==> src/rtl/axilite_m_arb.sv <==
// Round-robin arbiter that shares one AXI-Lite master command port among NREQ local requesters,
// with a watchdog that forces an error completion if the master never finishes.
module axilite_m_arb #(
    parameter int NREQ = 4,
    parameter int AW   = 32,
    parameter int DW   = 32,
    parameter int WDOG = 32
) (
    input  logic               m_axi_aclk,
    input  logic               m_axi_areset,
    input  logic [NREQ-1:0]    req,
    input  logic [NREQ-1:0]    req_wr,
    input  logic [NREQ*AW-1:0] req_addr,
    input  logic [NREQ*DW-1:0] req_wdata,
    output logic [NREQ-1:0]    gnt,
    output logic [NREQ-1:0]    rsp_valid,
    output logic [DW-1:0]      rsp_rdata,
    output logic [1:0]         rsp_resp,
    output logic               rsp_timeout,
    output logic               cmd_new_tx,
    output logic               cmd_wr,
    output logic [AW-1:0]      cmd_waddr,
    output logic [AW-1:0]      cmd_raddr,
    output logic [DW-1:0]      cmd_din,
    input  logic               cmd_done,
    input  logic [DW-1:0]      cmd_dout,
    input  logic [1:0]         cmd_resp,
    input  logic               cmd_timeout
);

    localparam int IW = $clog2(NREQ);
    localparam int CW = $clog2(WDOG);

    typedef enum logic [1:0] {IDLE, ISSUE, WAIT, RESP} state_t;

    state_t        state_q, state_d;
    logic [IW-1:0] ptr_q;
    logic [IW-1:0] owner_q;
    logic [IW-1:0] sel_idx;
    logic          sel_found;
    logic [CW-1:0] wdog_q;
    logic          wdog_exp;
    logic [AW-1:0] addr_a  [NREQ];
    logic [DW-1:0] wdata_a [NREQ];

    for (genvar g = 0; g < NREQ; g++) begin : g_unpack
        assign addr_a[g]  = req_addr[g*AW +: AW];
        assign wdata_a[g] = req_wdata[g*DW +: DW];
    end

    // Search starts just after the last owner so every held request is reached within NREQ grants.
    always_comb begin
        logic [IW-1:0] cand;
        sel_found = 1'b0;
        sel_idx   = '0;
        cand      = '0;
        for (int k = 1; k <= NREQ; k++) begin
            if (int'(ptr_q) + k >= NREQ) cand = IW'(int'(ptr_q) + k - NREQ);
            else                         cand = IW'(int'(ptr_q) + k);
            if (!sel_found && req[cand]) begin
                sel_found = 1'b1;
                sel_idx   = cand;
            end
        end
    end

    assign wdog_exp = (wdog_q == CW'(WDOG - 1));

    always_ff @(posedge m_axi_aclk or posedge m_axi_areset) begin
        if (m_axi_areset) state_q <= IDLE;
        else              state_q <= state_d;
    end

    always_comb begin
        state_d    = state_q;
        cmd_new_tx = 1'b0;
        rsp_valid  = '0;
        case (state_q)
            IDLE:  if (sel_found) state_d = ISSUE;
            ISSUE: begin
                cmd_new_tx = 1'b1;
                state_d    = WAIT;
            end
            WAIT:  if (cmd_done || wdog_exp) state_d = RESP;
            RESP: begin
                rsp_valid = gnt;
                state_d   = IDLE;
            end
            default: state_d = IDLE;
        endcase
    end

    always_ff @(posedge m_axi_aclk or posedge m_axi_areset) begin
        if (m_axi_areset) begin
            ptr_q       <= IW'(NREQ - 1);
            owner_q     <= '0;
            wdog_q      <= '0;
            gnt         <= '0;
            cmd_wr      <= 1'b0;
            cmd_waddr   <= '0;
            cmd_raddr   <= '0;
            cmd_din     <= '0;
            rsp_rdata   <= '0;
            rsp_resp    <= '0;
            rsp_timeout <= 1'b0;
        end else begin
            case (state_q)
                IDLE: begin
                    if (sel_found) begin
                        owner_q   <= sel_idx;
                        gnt       <= NREQ'(1) << sel_idx;
                        cmd_wr    <= req_wr[sel_idx];
                        cmd_waddr <= req_wr[sel_idx] ? addr_a[sel_idx] : '0;
                        cmd_raddr <= req_wr[sel_idx] ? '0 : addr_a[sel_idx];
                        cmd_din   <= req_wr[sel_idx] ? wdata_a[sel_idx] : '0;
                    end
                end
                ISSUE: wdog_q <= '0;
                WAIT: begin
                    wdog_q <= wdog_q + 1'b1;
                    // A real completion takes precedence over a watchdog expiry in the same cycle.
                    if (cmd_done) begin
                        rsp_rdata   <= cmd_wr ? '0 : cmd_dout;
                        rsp_resp    <= cmd_resp;
                        rsp_timeout <= cmd_timeout;
                    end else if (wdog_exp) begin
                        rsp_rdata   <= '0;
                        rsp_resp    <= 2'b10;
                        rsp_timeout <= 1'b1;
                    end
                end
                RESP: begin
                    ptr_q       <= owner_q;
                    gnt         <= '0;
                    cmd_wr      <= 1'b0;
                    cmd_waddr   <= '0;
                    cmd_raddr   <= '0;
                    cmd_din     <= '0;
                    rsp_rdata   <= '0;
                    rsp_resp    <= '0;
                    rsp_timeout <= 1'b0;
                end
                default: ;
            endcase
        end
    end

endmodule

==> config.mk <==
export PLATFORM = sky130hd
export DESIGN_NAME = axilite_m_arb
export DESIGN_NICKNAME = d
export VERILOG_FILES = /design/src/rtl/axilite_m_arb.sv
export SDC_FILE = /design/constraint.sdc
export NUM_CORES = 1
export LEC_CHECK = 0
export CORE_AREA = 2 2 174 176
export DETAILED_ROUTE_END_ITERATION = 8
export DIE_AREA = 0 0 176 178
export PLACE_DENSITY = 0.67
export SETUP_SLACK_MARGIN = 0.1
export SYNTH_ARGS = -nofsm -noshare
export SYNTH_HDL_FRONTEND = slang
export SYNTH_SLANG_ARGS = --single-unit
==> constraint.sdc <==
create_clock -name m_axi_aclk -period 4.2 [get_ports m_axi_aclk]
set_clock_uncertainty 0.2 [all_clocks]
set_input_delay 0.42 -clock m_axi_aclk [delete_from_list [all_inputs] [get_ports m_axi_aclk]]
set_output_delay 0.42 -clock m_axi_aclk [all_outputs]
set_load 0.01 [all_outputs]
==> implementation parameters, run 1 <==
Parameter                              Value

Floorplan
  CORE AREA    29400 sq um
  Die outline width    176 microns
  Top-Level Pins    around 440
  FP Rows    63
  Die span in y    178 microns
  Initial Utilization    25.61%
  Die area    31330 sq um

Clock network
  Number of clock buffers inserted by TritonCTS    17
  Post-CTS Resized    0
  CTS max path bufs    2
  TritonCTS clock tree    done
  Worst skew pair latency    410 ps
  Root buffer cell    sky130_fd_sc_hd__clkbuf_16
  Clock-pin slew reported for the worst setup and hold paths after clock tree synthesis    70 ps
  Clk sinks    147
  CTS H-tree depth    4
  Buffers inserted during post-CTS setup optimization    0
  Hold-fix buffer count after cts    0

Power
  VDD IR-drop max    0.5097 mV
  Sw frac    40.40%
  Cell-internal power    4.931 mW
  Net switching power    3.343 mW
  Total power    8.274 mW
  Comb power frac    52.0%
  Clock power frac    about a fifth
  Sequential cell fraction of total power    29.2%
  P_leak    5.130 nW
  Power density over cell area    639.3 nW/um^2

Worst setup path
  Origin of the worst setup path    req[3]
  Top fanout value on the critical path    33
  Setup CP Type    in2reg
  Sort of element at the start of the critical path    input pin
  Required time of the critical path    about 4300 ps
  Arr. time, crit path    3400 ps
  Setup crit end kind    flip-flop
  Origin of the critical flop-to-flop path    ptr_q[1]

Yosys
  Post-synth ARST share    100.0%
  Avg Synthesized Cell Area    about 10 sq um
  Synthesized cell area    7530 sq um
  Flops & latches, synth    147
  Share of the synthesized area in the top cell type    48.19%
  Number of synthesized flops with an enable pin    0
  Net count after synthesis    1069
  Top cells by area, synth    sky130_fd_sc_hd__dfrtp_1, sky130_fd_sc_hd__a22o_1, sky130_fd_sc_hd__nand2_1
  Number of warnings reported in the yosys synthesis log    0
  Number of distinct library cells after synthesis    46
  Sequential area share after synthesis    a little under 50%
  Syn Inst Count    760
  Cell accounting for the most synthesized area    sky130_fd_sc_hd__dfrtp_1
  Most instantiated flip-flop cell in the synthesis netlist    sky130_fd_sc_hd__dfrtp_1

STA
  Number of max-slew violations in the final report    0
  Final number of hold-violating endpoints    0
  Count of final setup violators    0
  Worst-Margin Slew    between 1000 and 1500 ps
  Final period util    78.08%
  Total negative slack    0 ps
  Post-layout minimum cycle time    3279 ps
  Setup repair after global routing missed its margin    false
  Tightest slew margin relative to the limit    22.41%
  Worst path setup slack after routing    920.6 ps
  Highest Clock Rate    304.9 MHz

Cells and area
  Commonest non-fill, non-tap cell in the layout    sky130_fd_sc_hd__clkdlybuf4s50_1
  Non-filler cells in the finished layout    1569
  Number of filler instances in the final layout    ~2800
  Net count of the finished layout    1474
  Post-synthesis to final-layout area growth    71.88%
  Final std cell area, no fill    approximately 13000 sq um
  Highest-count cells in the layout ignoring fill and taps    sky130_fd_sc_hd__clkdlybuf4s50_1, sky130_fd_sc_hd__dfrtp_1, sky130_fd_sc_hd__nand2_1
  Ratio of cells with drive above 1 in the final layout    8.574%

GRT
  GRT Residual Overflow    0
  Vias in the first global route    8090
  Global Route Usage Sum    19.65%
  Wire length of the first global-routing pass    47.24 mm
  Largest net degree at the start of global routing    134
  Number of antenna violations at the first check in global routing    2

Placement
  GP Congestion    between 0.8 and 0.9
  Hpwl dp    22.86 mm
  Pre-CTS setup slack    475.5 ps
  Number of port buffers    442
  Dpl cell area    between 10000 and 15000 sq um
  Number of cells in the design after placement    1536

Drt
  Uppermost layer routed    met4
  Final routed wirelength across all metal layers    31.40 mm
  Drt first-iter violations    approximately 520
  Met3 wire length    2.205 mm
  Total via count after detailed routing    around 8000
  Via density per instance    about 5.1
  DRC    0
  Sum of met2 wire segment lengths after detailed routing    14.94 mm
  Number of search-and-repair iterations in the first detailed-routing pass    5
  Wire length the detailed router placed on met1    13.41 mm
  Average wire per cell in the routed design    20.01 microns
  Post-route ant nets    0

Worst hold path
  Worst min-delay path category    reg2reg
  Hold path start    rsp_resp[0]

Run status
  Outcome    finished clean

Run
  Total of max-cap violations    0
worst max-delay path, stage by stage:
cell and delay [ps]:
sky130_fd_sc_hd__clkdlybuf4s50_1 730, sky130_fd_sc_hd__and3b_1 270, sky130_fd_sc_hd__a311oi_4 280, sky130_fd_sc_hd__o22ai_1 160, sky130_fd_sc_hd__or4_2 1190, sky130_fd_sc_hd__a22oi_1 340
cells in the mapped netlist, types with 2 or more instances:
cell type,number
sky130_fd_sc_hd__a21oi_1,55
sky130_fd_sc_hd__nor2b_1,4
sky130_fd_sc_hd__nor3b_1,2
sky130_fd_sc_hd__o22ai_1,23
sky130_fd_sc_hd__a22o_1,64
sky130_fd_sc_hd__o221a_2,12
sky130_fd_sc_hd__o22a_1,12
sky130_fd_sc_hd__a22oi_2,29
sky130_fd_sc_hd__nand3_1,4
sky130_fd_sc_hd__a32o_1,32
sky130_fd_sc_hd__dfstp_2,2
sky130_fd_sc_hd__and2_1,5
sky130_fd_sc_hd__o21bai_1,2
sky130_fd_sc_hd__a22oi_1,36
sky130_fd_sc_hd__ha_1,7
sky130_fd_sc_hd__nor2_1,24
sky130_fd_sc_hd__clkbuf_1,55
sky130_fd_sc_hd__nor4_1,2
sky130_fd_sc_hd__inv_1,10
sky130_fd_sc_hd__nor3_1,22
sky130_fd_sc_hd__o211ai_1,3
sky130_fd_sc_hd__nand2_1,121
sky130_fd_sc_hd__o21ai_0,49
sky130_fd_sc_hd__dfrtp_1,145
sky130_fd_sc_hd__buf_6,3
sky130_fd_sc_hd__buf_2,11
sky130_fd_sc_hd__o31ai_1,3
sky130_fd_sc_hd__buf_1,5
metrics by stage:
step | hold WS, ps | util [%]
after floorplan | 244.1 | -
after global placement | 249.0 | 42.01
after detailed placement | 259.9 | 42.01
after CTS | 274.7 | 44.01
after global routing | 300.2 | 44.02
final | 270.4 | 44.02
worst paths after layout:
path / end / cells past startpoint / slack, ps
hold reg to reg: rsp_resp[0] / 2 / 270
setup reg to reg: cmd_din[0] / 5 / 1230
max in group asynchronous: gnt[3] / 3 / 2540
setup / recovery: cmd_din[0] / 6 / 920
hold / removal: rsp_resp[0] / 2 / 270
min in group asynchronous: rsp_rdata[6] / 2 / 410
kinds of logic after synthesis:
group / share of synthesized area [%]
compound gates: 34.48
fa+ha+maj: 1.163
buf+inv: 4.669
flops: 48.89
mux: 0.1329
simple gates: 10.67
layer usage:
metal,track usage (%),up-vias
li1,-,3693
met1,24.68,3871
met2,33.15,375
met3,4.689,39
met4,6.784,0
met5,0,-
power by group through the flow:
stage | logic, mW | clock network [mW] | registers, mW
finish | 4.30 | 1.55 | 2.42
global route | 4.66 | 1.67 | 2.50
CTS | 4.34 | 1.60 | 2.42
detailed placement | 4.34 | 0 | 2.43
global placement | 4.28 | 0 | 2.41
floorplan | 2.01 | 0 | 2.60
final cells by class:
| class | count | area, sq um | share of cell area [%] |
|---|---|---|---|
| Antenna cell | 1 | 2.502 | 0.01933 |
| Clock buffer | 17 | 425.4 | 3.287 |
| Clock inverter | 15 | 163.9 | 1.266 |
| Inverter | 10 | 41.29 | 0.3190 |
| Multi-Input combinational cell | 529 | 3543 | 27.38 |
| Sequential cell | 147 | 3681 | 28.44 |
| Tap cell | 390 | 488.0 | 3.770 |
| Timing Repair Buffer | 460 | 4597 | 35.52 |
flip-flops by register name, indices dropped and copies added (netlist names):
| name | flops |
|---|---|
| wdog_q | 5 |
| rsp_timeout | 1 |
| ptr_q | 2 |
| cmd_raddr | 32 |
| rsp_rdata | 32 |
| owner_q | 2 |
| cmd_waddr | 32 |
| state_q | 2 |
| cmd_din | 32 |
| rsp_resp | 2 |
| gnt | 4 |
| cmd_wr | 1 |
(Power assumes the default switching activity.)
==> run 2, diff against run 1 <==
- clock period: 4.2 -> 2.65 ns (I/O delays scaled with it)
==> implementation parameters, run 2 (synthesis gave the netlist of run 1 again) <==
Parameter                              Value

GRT
  GRT Residual Overflow    0
  Number of antenna violations at the first check in global routing    3
  Largest net degree at the start of global routing    50
  Wire length of the first global-routing pass    47.23 mm
  Vias in the first global route    around 8300
  Global Route Usage Sum    between 10% and 20%

STA
  Post-layout minimum cycle time    2436 ps
  Count of final setup violators    0
  Number of max-slew violations in the final report    0
  Total negative slack    0 ps
  Final number of hold-violating endpoints    0
  Worst-Margin Slew    593.5 ps
  Setup repair after global routing missed its margin    false
  Tightest slew margin relative to the limit    60.35%
  Highest Clock Rate    410.5 MHz
  Final period util    91.92%

Worst setup path
  Setup CP Type    reg2out
  Endpoint of the lowest-slack register-to-register path    cmd_din[19]
  Sort of element at the start of the critical path    flip-flop
  Top fanout value on the critical path    15
  Count of cells along the worst register-to-register path    8
  Setup slack on the worst flop-to-flop path    260 ps
  Arr. time, crit path    between 1500 and 2000 ps
  Setup crit end kind    primary output
  Required time of the critical path    2180 ps
  Origin of the critical flop-to-flop path    ptr_q[0]

Cells and area
  Non-filler cells in the finished layout    1617
  Net count of the finished layout    1521
  Highest-count cells in the layout ignoring fill and taps    sky130_fd_sc_hd__clkdlybuf4s50_1, sky130_fd_sc_hd__dfrtp_1, sky130_fd_sc_hd__nand2_1
  Post-synthesis to final-layout area growth    79.46%
  Final std cell area, no fill    13510 sq um
  Commonest non-fill, non-tap cell in the layout    sky130_fd_sc_hd__clkdlybuf4s50_1
  Ratio of cells with drive above 1 in the final layout    12.08%
  Number of filler instances in the final layout    2771

Run
  Total of max-cap violations    0

Drt
  Via density per instance    ~5
  Total via count after detailed routing    ~8000
  DRC    0
  Post-route ant nets    0
  Final routed wirelength across all metal layers    31.30 mm
  Number of search-and-repair iterations in the first detailed-routing pass    5
  Drt first-iter violations    540
  Average wire per cell in the routed design    19.36 microns

Clock network
  Root buffer cell    sky130_fd_sc_hd__clkbuf_16
  Hold-fix buffer count after cts    0
  Number of clock buffers inserted by TritonCTS    17
  CTS max path bufs    2
  Worst skew pair latency    410 ps
  TritonCTS clock tree    done
  CTS H-tree depth    4
  Clock-pin slew reported for the worst setup and hold paths after clock tree synthesis    ~70 ps
  Clk sinks    147
  Buffers inserted during post-CTS setup optimization    0

Power
  VDD IR-drop max    just under 0.6 mV
  P_leak    between 5 and 6 nW
  Power density over cell area    1031 nW/um^2

Worst hold path
  Worst min-delay path category    in2async

Placement
  Dpl cell area    around 13000 sq um
  Number of cells in the design after placement    1583
  Hpwl dp    23.65 mm
  GP Congestion    0.8420
  Number of port buffers    442

Floorplan
  CORE AREA    around 30000 sq um
  Die span in y    about 180 microns
  Die outline width    176 microns
  Initial Utilization    approximately a quarter
  Die area    approximately 31000 sq um
  Top-Level Pins    443
  FP Rows    63

Run status
  Outcome    finished clean
==> run 2: area by class of cell <==
cell class,instances,area (sq um),area share [%]
Multi-Input combinational cell,529,3546,26.24
Tap cell,390,488.0,3.611
Sequential cell,147,3681,27.24
Inverter,10,41.29,0.3056
Clock inverter,14,180.2,1.333
Clock buffer,18,439.2,3.250
Timing Repair Buffer,507,5132,37.98
Antenna cell,2,5.005,0.03704
==> run 2: worst max path at each step <==
stage                from            to  slack (ps)
6_report       state_q[0]  rsp_valid[3]         210
5_1_grt          ptr_q[1]    cmd_din[0]         110
4_1_cts        state_q[0]  rsp_valid[2]         140
3_5_place_dp       req[3]    cmd_din[0]        -340
3_3_place_gp       req[3]    cmd_din[0]        -300
2_1_floorplan    ptr_q[1]   cmd_din[10]         230
==> run 2: per-layer routing <==
layer | up-vias | part of all wire (%) | global-route usage [%]
met4 | 2 | 2.8 | 7.576
li1 | 3786 | - | -
met1 | 3891 | 42 | 24.01
met5 | - | 0.032 | 0
met2 | 346 | 48 | 33.51
met3 | 48 | 7.4 | 5.158
==> run 2: report_power, final <==
part	internal (mW)	switching [mW]	total, mW
combinational	3.87	3.70	7.57
clock	1.46	1.10	2.56
sequential	3.18	0.615	3.80
==> run 2: per-stage QoR <==
step | utilization [%] | power, mW | hold slack, ps | setup slack [ps]
after CTS | 45.92 | 14.08 | 60.40 | 138.1
after global placement | 43.80 | 11.31 | 249.1 | -298.3
after detailed placement | 43.80 | 11.44 | 254.9 | -336.4
after global routing | 45.96 | 14.84 | 73.33 | 112.1
final | 45.96 | 13.93 | 55.38 | 214.2
after floorplan | - | 7.311 | 201.0 | 234.3
==> run 2: critical path, stage by stage, from the launching register on <==
cell and delay [ps]:
sky130_fd_sc_hd__dfrtp_1 380, sky130_fd_sc_hd__ha_1 230, sky130_fd_sc_hd__buf_6 230, sky130_fd_sc_hd__and2_1 150, sky130_fd_sc_hd__clkdlybuf4s50_1 570
==> run 2: repair_timing <==
item,CTS,global route
endpoints found under the hold margin,0,0
endpoints found under the setup margin,5,5
gates resized for setup,2,2
